## src/rtl/data_memory_arbiter.sv

```systemverilog
// Round-robin arbiter sharing one single-port data memory between NUM_REQ requesters,
// with bounded burst locking and registered read-data return.
module data_memory_arbiter #(
    parameter int unsigned WORD_SIZE = 8,
    parameter int unsigned ADDR_SIZE = 8,
    parameter int unsigned NUM_REQ   = 2,
    parameter int unsigned MAX_LOCK  = 4
) (
    input  logic                           clk,
    input  logic                           rst_n,
    input  logic [NUM_REQ-1:0]             req_i,
    input  logic [NUM_REQ-1:0]             we_i,
    input  logic [NUM_REQ-1:0]             lock_i,
    input  logic [NUM_REQ*ADDR_SIZE-1:0]   addr_i,
    input  logic [NUM_REQ*WORD_SIZE-1:0]   wdata_i,
    output logic [NUM_REQ-1:0]             ack_o,
    output logic [NUM_REQ-1:0]             rvalid_o,
    output logic [WORD_SIZE-1:0]           rdata_o,
    output logic                           busy_o,
    output logic [ADDR_SIZE-1:0]           mem_addr,
    output logic [WORD_SIZE-1:0]           mem_data_in,
    output logic                           mem_en_write,
    input  logic [WORD_SIZE-1:0]           mem_data_out
);

    localparam int unsigned GW = (NUM_REQ > 1) ? $clog2(NUM_REQ) : 1;
    localparam int unsigned LW = $clog2(MAX_LOCK) + 1;

    typedef logic [GW-1:0] idx_t;
    typedef logic [LW-1:0] cnt_t;
    typedef enum logic {ARB, ACCESS} state_t;

    state_t state, state_next;
    idx_t   grant, grant_next;
    idx_t   rr_ptr, rr_next;
    cnt_t   lock_cnt, lock_next;

    idx_t             pick;
    idx_t             idx;
    logic             found;
    logic             active;
    logic [NUM_REQ-1:0] rd_hit;

    // First requester at or after rr_ptr, wrapping modulo NUM_REQ.
    always_comb begin
        found = 1'b0;
        pick  = '0;
        idx   = '0;
        for (int unsigned i = 0; i < NUM_REQ; i++) begin
            idx = idx_t'((32'(rr_ptr) + i) % NUM_REQ);
            if (!found && req_i[idx]) begin
                found = 1'b1;
                pick  = idx;
            end
        end
    end

    always_comb begin
        state_next   = state;
        grant_next   = grant;
        rr_next      = rr_ptr;
        lock_next    = lock_cnt;
        ack_o        = '0;
        mem_addr     = '0;
        mem_data_in  = '0;
        mem_en_write = 1'b0;
        active       = 1'b0;

        unique case (state)
            ARB: begin
                if (found) begin
                    state_next = ACCESS;
                    grant_next = pick;
                    lock_next  = '0;
                end
            end
            ACCESS: begin
                active       = req_i[grant];
                mem_addr     = addr_i[32'(grant)*ADDR_SIZE +: ADDR_SIZE];
                mem_data_in  = wdata_i[32'(grant)*WORD_SIZE +: WORD_SIZE];
                mem_en_write = rst_n & active & we_i[grant];
                ack_o[grant] = active;
                // A dropped request releases the grant as if unlocked.
                if (active && lock_i[grant] && (lock_cnt < cnt_t'(MAX_LOCK - 1))) begin
                    lock_next = lock_cnt + 1'b1;
                end else begin
                    rr_next    = (grant == idx_t'(NUM_REQ - 1)) ? '0 : grant + 1'b1;
                    lock_next  = '0;
                    grant_next = '0;
                    state_next = ARB;
                end
            end
            default: state_next = ARB;
        endcase
    end

    assign rd_hit = ack_o & ~we_i;
    assign busy_o = (state == ACCESS);

    always_ff @(posedge clk or negedge rst_n) begin
        if (!rst_n) begin
            state    <= ARB;
            grant    <= '0;
            rr_ptr   <= '0;
            lock_cnt <= '0;
            rdata_o  <= '0;
            rvalid_o <= '0;
        end else begin
            state    <= state_next;
            grant    <= grant_next;
            rr_ptr   <= rr_next;
            lock_cnt <= lock_next;
            rvalid_o <= rd_hit;
            if (|rd_hit) begin
                rdata_o <= mem_data_out;
            end
        end
    end

endmodule

```

## config.mk

```make
export PLATFORM = sky130hd
export DESIGN_NAME = data_memory_arbiter
export DESIGN_NICKNAME = d
export VERILOG_FILES = /design/src/rtl/data_memory_arbiter.sv
export SDC_FILE = /design/constraint.sdc
export NUM_CORES = 1
export LEC_CHECK = 0
export CORE_MARGIN = 1
export CORE_UTILIZATION = 33
export DETAILED_ROUTE_END_ITERATION = 8
export PLACE_DENSITY = 0.8
export SKIP_CTS_REPAIR_TIMING = 1
export SLEW_MARGIN = 20
export SYNTH_ARGS = -nofsm -noshare
export SYNTH_HDL_FRONTEND = slang
export SYNTH_SLANG_ARGS = --single-unit
```

## constraint.sdc

```tcl
create_clock -name clk -period 1.9 [get_ports clk]
set_clock_uncertainty 0.1 [all_clocks]
set_input_delay 0.57 -clock clk [delete_from_list [all_inputs] [get_ports clk]]
set_output_delay 0.57 -clock clk [all_outputs]
set_load 0.02 [all_outputs]
```

==> results of run 1 <==
-- through the flow --
step	setup slack (ns)	hold slack [ns]	util	power, W
final	-0.160	0.375	0.724	0.00275
after global routing	-0.227	0.389	0.724	0.00291
after CTS	-0.859	0.409	0.680	0.00262
after detailed placement	-0.861	0.388	0.667	0.00240
after global placement	-0.833	0.382	0.667	0.00236
after floorplan	0.104	0.174	-	0.00157
-- final timing paths --
| path | cells after the start | to | startpoint |
|---|---|---|---|
| max in group asynchronous | 2 | busy_o | rst_n |
| worst max register to register | 6 | lock_cnt[1] | grant |
| min in group asynchronous | 2 | rvalid_o[1] | rst_n |
| worst min-delay path | 2 | rvalid_o[1] | we_i[1] |
| worst min register to register | 1 | rdata_o[7] | rdata_o[7] |
| worst max-delay path | 4 | mem_data_in[7] | grant |
-- Yosys cell counts (2+ instances only) --
cell,number,area [sq um]
nor2_1,18,67.6
dfrtp_1,16,400
mux2i_1,16,160
mux2_2,8,90.1
buf_2,3,15.0
a21oi_1,2,10.0
a31oi_1,2,12.5
a32o_1,2,20.0
and3_1,2,12.5
inv_1,2,7.51
mux2_4,2,30.0
nand2_1,2,7.51
o21ai_0,2,10.0
-- final cells by class --
class                      count  share of cell area
inverter                       2             0.00370
timing repair buffer          95               0.484
multi-input combinational     69               0.277
sequential                    16               0.198
clock buffer                   4              0.0179
tap                           31              0.0191
-- report_power, final --
| part | internal (W) | switching [W] | total (W) |
|---|---|---|---|
| clock | 0.000117 | 0.000114 | 0.000231 |
| combinational | 0.00102 | 0.000927 | 0.00194 |
| sequential | 0.000481 | 0.0000942 | 0.000575 |
| total | 0.00161 | 0.00113 | 0.00275 |
-- worst max-delay path, stage by stage (launching register included) --
cell and delay, ns:
dfrtp_2 0.48, clkbuf_16 0.19, mux2i_1 0.19, nor2_1 0.06, buf_2 0.16
-- flip-flops by register name, indices dropped and copies added (netlist names) --
name,count
busy_o,1
grant,1
rvalid_o,2
rr_ptr,1
lock_cnt,3
rdata_o,8
-- metal layers --
metal | global-route usage | wire (microns)
met2 | 0.340 | 1680
met4 | 0.0523 | 45
met5 | 0 | 0
met3 | 0.0645 | 329
met1 | 0.191 | 1160
-- cell families after synthesis --
group | share of synthesized area
compound gates | 0.0974
fa+ha+maj | 0.0126
buf+inv | 0.0379
flops | 0.405
mux | 0.283
simple gates | 0.164
==> results.tsv, run 1 <==
metric	value	unit
run_status	finished with violations	
violations	design-rule violations, negative setup slack	
final_area	0.00203	sq mm
drive_gt1_frac	0.312	
dieArea	0.00322	sq mm
seqCellArea	403	sq um
layout_min_cycle_time	2.06	ns
setup_violations	19	
max_cap_viol_count	0	
yosysSeqAreaShare	0.405	
max_slew_margin	0.806	
n_antenna_cell	0	
hpwl	2300	microns
area_growth	105	%
place_congestion	0.789	
min_path_type	input port to register	
cts_tree	built	
synth-warning-count	0	
avgRoutedWirePerCell	14.8	microns
grt_antenna_before_repair	0	
rows	19	
fillers	215	
synth_nets	141	
overflow	0	
ir_drop	0.759	mV
synth-edff-count	0	
nets	236	
chipWidth	56.8	microns
drtIter0Drc	34	
ys_ff_latch	16	
regToRegSetupSlack	0.07	ns
worst_pin_slew	0.289	ns
clk_pin_slew	0.09	ns
layoutNonFillerInstCount	217	
vias_per_cell	5.02	
numCtsBuffers	3	
placed_area	0.00187	sq mm
grt_pass1_vias	1080	
tns	-2.36	ns
placed_cells	206	
crit_type	register to primary output	
cp.arrival	1.39	ns
period_share	1.08	
cp_max_fo	6	
layout_setup_ws	-0.160	ns
end_kind	primary output	
htreeDepth	1	
cts_buffer_depth	2	
finalHoldViolations	0	
avgSynthCellArea	10.8	sq um
ys_async_sr_fraction	1.00	
ios	78	
ctsRootBufferMaster	clkbuf_4	
synthesis.area	990	sq um
multi_input_area	563	sq um
critPathLaunchType	register	
initial_core_util	0.353	
ys.flop_type	dfrtp_1	
final_cell_mix	dlymetal6s2s_1 (30), clkdlybuf4s50_1 (28), buf_4 (27), nor2_1 (18), mux2i_1 (16)	
core_area	0.00281	sq mm
rsz0062_at_grt	yes	
antenna_left	0	
max_freq	0.485	GHz
routed_wl	3210	microns
crit_required	1.23	ns
synthCells	92	
drv_slew	0	
p_leak	1.16	nW
portBuffers	77	
clock-sinks	16	
vias	1090	
drt-pass1-iter-count	6	
clk_latency	0.30	ns
drc	12	
pwr_density_cell	1350	mW/mm^2
layout_commonest_cell	dlymetal6s2s_1	
grt.total_usage	0.182	
synth.distinct_cells	28	
grt_max_degree	24	
grt_pass1_wl	4560	microns
die-height	56.8	microns
Power figures use the tool's default switching activity.
==> run 2: changes to the inputs <==
CAP_MARGIN = 5   (was not set)
CTS_BUF_LIST = sky130_fd_sc_hd__clkbuf_4 sky130_fd_sc_hd__clkbuf_8 sky130_fd_sc_hd__clkbuf_16   (was not set)
SKIP_CTS_REPAIR_TIMING = not set   (was 1)
==> run 2 against run 1 <==
  * The flow still finishes with violations (design-rule violations, negative setup slack)
  * Largest cell class unchanged
  * Critical path depth stayed put
  * Die area unchanged
  * Clock power is 5% lower
  * Combinational power about the same
  * Final cell count fell by 0.92%
==> results.tsv, run 2 (synthesis results as in run 1) <==
metric	value	unit	change
whs	0.158	ns	was 0.375 ns
numCtsBuffers	3		unchanged
drv_slew	0		unchanged
vias_per_cell	4.93		was 5.02
initial_core_util	0.353		unchanged
drt-pass1-iter-count	6		unchanged
portBuffers	77		unchanged
grt_pass1_vias	1095		was 1080
drtIter0Drc	27		was 34
run_status	finished with violations		unchanged
regMostFlops	rdata_o		unchanged
drc	12		unchanged
critPathLaunchType	input port		was register
clk_latency	0.28	ns	was 0.30 ns
grt_pass1_wl	4840	microns	was 4560 microns
layout_setup_ws	-0.177	ns	was -0.160 ns
cts_tree	built		unchanged
rsz0062_at_grt	yes		unchanged
layout_min_cycle_time	2.08	ns	was 2.06 ns
min_path_type	input port to async pin		was input port to register
max_freq	0.481	GHz	was 0.485 GHz
core_area	0.00281	sq mm	unchanged
vias	1059		was 1090
layout_commonest_cell	buf_4		was dlymetal6s2s_1
cp_max_fo	1		was 6
period_share	1.09		was 1.08
largest_reg_flops	8		unchanged
drive_gt1_frac	0.326		was 0.312
htreeDepth	1		unchanged
chipWidth	56.8	microns	unchanged
routed_wl	3010	microns	was 3210 microns
ios	78		unchanged
overflow	0		unchanged
cp.arrival	1.41	ns	was 1.39 ns
nets	234		was 236
antenna_left	0		unchanged
grt_antenna_before_repair	0		unchanged
rows	19		unchanged
place_congestion	0.789		unchanged
cts_buffer_depth	2		unchanged
avgRoutedWirePerCell	14.0	microns	was 14.8 microns
worst_pin_slew	0.321	ns	was 0.289 ns
final_cell_mix	buf_4 (28), dlygate4sd2_1 (27), clkdlybuf4s50_1 (26), nor2_1 (18)		was dlymetal6s2s_1 (30), clkdlybuf4s50_1 (28), buf_4 (27), nor2_1 (18), mux2i_1 (16)
fillers	235		was 215
crit_type	input port to primary output		was register to primary output
crit_required	1.23	ns	about the same
violations	design-rule violations, negative setup slack		unchanged
max_cap_viol_count	0		unchanged
p_leak	0.945	nW	was 1.16 nW
n_antenna_cell	0		unchanged
hpwl	2300	microns	unchanged
grt_max_degree	17		was 24
grt.total_usage	0.196		was 0.182
largestRegisters	rdata_o (8), lock_cnt (3), rvalid_o (2)		unchanged
ctsRootBufferMaster	clkbuf_4		unchanged
die-height	56.8	microns	unchanged
dieArea	0.00322	sq mm	unchanged
area_growth	95.1	%	was 105%
clk_pin_slew	0.09	ns	about the same
end_kind	primary output		unchanged
placed_cells	206		unchanged
pwr_density_cell	1390	mW/mm^2	was 1350 mW/mm^2
setup_violations	18		was 19
max_slew_margin	0.786		was 0.806
clock-sinks	16		unchanged
layoutNonFillerInstCount	215		was 217
ir_drop	0.758	mV	was 0.759 mV
finalHoldViolations	0		unchanged
run 2: changes by cell type in the layout (fill, tap and decap cells not counted), sizes merged:
cell,before,now
buf,34,35
clkbuf,7,5
clkdlybuf4s50,28,26
dlygate4sd2,0,27
dlymetal6s2s,30,4
run 2: layout make-up:
type | count | area [sq um] | area share
tap | 31 | 38.8 | 0.0201
inverter | 2 | 7.51 | 0.00389
timing repair buffer | 93 | 870 | 0.450
sequential | 16 | 402 | 0.208
multi-input combinational | 69 | 577 | 0.299
clock buffer | 4 | 36.3 | 0.0188
run 2: critical path, cell delays in order:
cell and delay, ns:
clkdlybuf4s50_1 0.46, mux2i_1 0.07, nor2_1 0.14, buf_4 0.17
run 2: power by group:
part / switching, W / internal [W]
logic: 0.000948 / 0.000969
registers: 0.0000694 / 0.000478
clock network: 0.000102 / 0.000117
run 2: final timing paths:
path                            start           to  slack (ns)  cells past startpoint
min                             rst_n  lock_cnt[0]        0.16                      2
min in group clk           rdata_o[7]   rdata_o[7]        0.40                      1
max                        addr_i[10]  mem_addr[2]       -0.18                      4
max reg2reg                     grant  lock_cnt[1]        0.09                      6
max in group asynchronous       rst_n       busy_o        1.35                      2
min reg2reg                rdata_o[7]   rdata_o[7]        0.40                      1
run 2: metal layers:
metal	track usage	share of wire	up-vias	wire length, microns
li1	-	-	516	-
met2	0.369	0.52	66	1570
met5	0	0	-	0
met3	0.0484	0.087	0	263
met4	0.0523	0	0	0
met1	0.217	0.39	477	1180
run 2: stage by stage:
| stage | util | worst slack [ns] | TNS [ns] | instance area, sq um | total power [W] |
|---|---|---|---|---|---|
| final | 0.688 | -0.177 | -1.95 | 1930 | 0.00268 |
| after global routing | 0.688 | -0.228 | -3.45 | 1930 | 0.00284 |
| after CTS | 0.689 | -0.126 | -1.89 | 1930 | 0.00272 |
| after detailed placement | 0.667 | -0.861 | -15.62 | 1870 | 0.00240 |
| after global placement | 0.667 | -0.833 | -15.02 | 1870 | 0.00236 |
| after floorplan | - | 0.104 | 0 | 996 | 0.00157 |
run 2: what timing repair did:
action                     CTS  global route
pin swaps                    6             6
gates cloned                 2             0
gates resized for setup    134            10
hold buffers                 0             0
setup buffers                4             2
hold endpoints to repair     0             0
setup endpoints to repair   35            21
==> run 3: changes to the inputs <==
GPL_ROUTABILITY_DRIVEN = 0   (was not set)
PLACE_DENSITY = 0.79   (was 0.8)
==> run 3 against run 2 <==
  * Final area decreased by 0.58%
  * Hold slack improved by 0.25 ns
  * Clock power increased by 2%
  * Combinational power decreased by 3%
  * Highest routed layer is now met4
  * Sequential power increased by 3%
  * Register-to-register slack improved by 0.07 ns
  * Sequential cell count unchanged
  * The run still ends with design-rule violations, negative setup slack left
  * Via count increased by 1.6%
==> results.tsv, run 3 (synthesis results as in run 1) <==
metric	value	unit	change
run_status	finished with violations		unchanged
violations	design-rule violations, negative setup slack		unchanged
clk_pin_slew	0.09	ns	about the same
numCtsBuffers	3		unchanged
drc	12		unchanged
p_leak	0.972	nW	was 0.945 nW
holdBufCountCts	0		unchanged
die-height	56.8	microns	unchanged
grt_pass1_vias	1062		was 1095
dieArea	0.00322	sq mm	unchanged
ctsRootBufferMaster	clkbuf_4		unchanged
layout_commonest_cell	dlygate4sd2_1		was buf_4
max_freq	0.482	GHz	was 0.481 GHz
routed_wl	3140	microns	was 3010 microns
whs	0.406	ns	was 0.158 ns
grt_antenna_before_repair	0		unchanged
grt.total_usage	0.202		was 0.196
final_cell_mix	dlygate4sd2_1 (32), buf_4 (27), nor2_1 (18), clkdlybuf4s50_1 (18), mux2i_1 (15)		was buf_4 (28), dlygate4sd2_1 (27), clkdlybuf4s50_1 (26), nor2_1 (18)
vias_per_cell	5.03		was 4.93
clk_latency	0.29	ns	was 0.28 ns
htreeDepth	1		unchanged
antenna_left	0		unchanged
grt_pass1_wl	4910	microns	was 4840 microns
rsz0062_at_grt	yes		unchanged
cts_tree	built		unchanged
worst_pin_slew	0.351	ns	was 0.321 ns
drtIter0Drc	35		was 27
vias	1076		was 1059
drive_gt1_frac	0.306		was 0.326
grt_max_degree	17		unchanged
initial_core_util	0.353		unchanged
total_power	0.00266	W	was 0.00268 W
cp_max_fo	6		was 1
clock-sinks	16		unchanged
avgRoutedWirePerCell	14.7	microns	was 14.0 microns
largest_reg_flops	8		unchanged
hpwl	2400	microns	was 2300 microns
n_antenna_cell	0		unchanged
max_cap_viol_count	0		unchanged
drt-pass1-iter-count	6		unchanged
chipWidth	56.8	microns	unchanged
ff2ff_path_depth	5		was 6
layout_setup_ws	-0.175	ns	was -0.177 ns
ir_drop	0.644	mV	was 0.758 mV
largestRegisters	rdata_o (8), lock_cnt (3), rvalid_o (2)		unchanged
critPathLaunchType	register		was input port
area_growth	93.9	%	was 95.1%
core_area	0.00281	sq mm	unchanged
layout_min_cycle_time	2.07	ns	was 2.08 ns
crit_type	register to primary output		was input port to primary output
ios	78		unchanged
cts_buffer_depth	2		unchanged
rows	19		unchanged
regMostFlops	rdata_o		unchanged
worstHoldPathCells	1		
crit_required	1.23	ns	about the same
overflow	0		unchanged
finalHoldViolations	0		unchanged
max_slew_margin	0.763		was 0.786
period_share	1.09		about the same
nets	233		was 234
portBuffers	77		unchanged
final_core_util	0.684		was 0.688
pwr_density_cell	1390	mW/mm^2	about the same
min_path_type	register to register		was input port to async pin
setup_violations	18		unchanged
cp.arrival	1.40	ns	was 1.41 ns
drv_slew	0		unchanged
end_kind	primary output		unchanged
run 3: metrics by stage:
stage	instance area, sq um	setup TNS [ns]	worst slack, ns	cells
floorplan	996	0	0.104	92
global placement	1870	-14.97	-0.832	206
detailed placement	1870	-15.52	-0.883	206
CTS	1920	-2.56	-0.205	214
global route	1920	-3.12	-0.255	214
finish	1920	-1.87	-0.175	214
run 3: layer usage:
metal | global-route usage | vias up | wire, microns
li1 | - | 515 | -
met1 | 0.232 | 498 | 1190
met2 | 0.376 | 60 | 1690
met3 | 0.0369 | 3 | 227
met4 | 0.0627 | 0 | 34
met5 | 0 | - | 0
run 3: layout make-up:
cell class	instances	area [sq um]
fill	231	886
timing repair buffer	92	867
multi-input combinational	69	567
sequential	16	403
tap	31	38.8
clock buffer	4	36.3
inverter	2	7.51
run 3: worst paths after layout:
check | startpoint | end | slack, ns
worst min-delay path | rdata_o[0] | rdata_o[0] | 0.41
max in group asynchronous | rst_n | busy_o | 1.00
worst min register to register | rdata_o[0] | rdata_o[0] | 0.41
worst max-delay path | grant | mem_addr[4] | -0.17
worst max register to register | grant | lock_cnt[2] | 0.16
min in group asynchronous | rst_n | grant | 0.51
run 3: power breakdown:
part | switching, W | internal, W
Clock | 0.000106 | 0.000117
Combinational | 0.000927 | 0.000944
Sequential | 0.0000862 | 0.000481
run 3: timing repair:
item	in CTS	in global routing
resized for setup	133	11
buffers inserted	2	2
endpoints found under the hold margin	0	0
setup endpoints to repair	37	22
pin swaps	8	6
gates cloned	2	0
run 3: worst max-delay path: stages, from the launching register on:
cell,delay [ns]
dfrtp_2,0.47
buf_12,0.15
buf_16,0.13
mux2i_1,0.11
nor2_1,0.11
buf_4,0.15
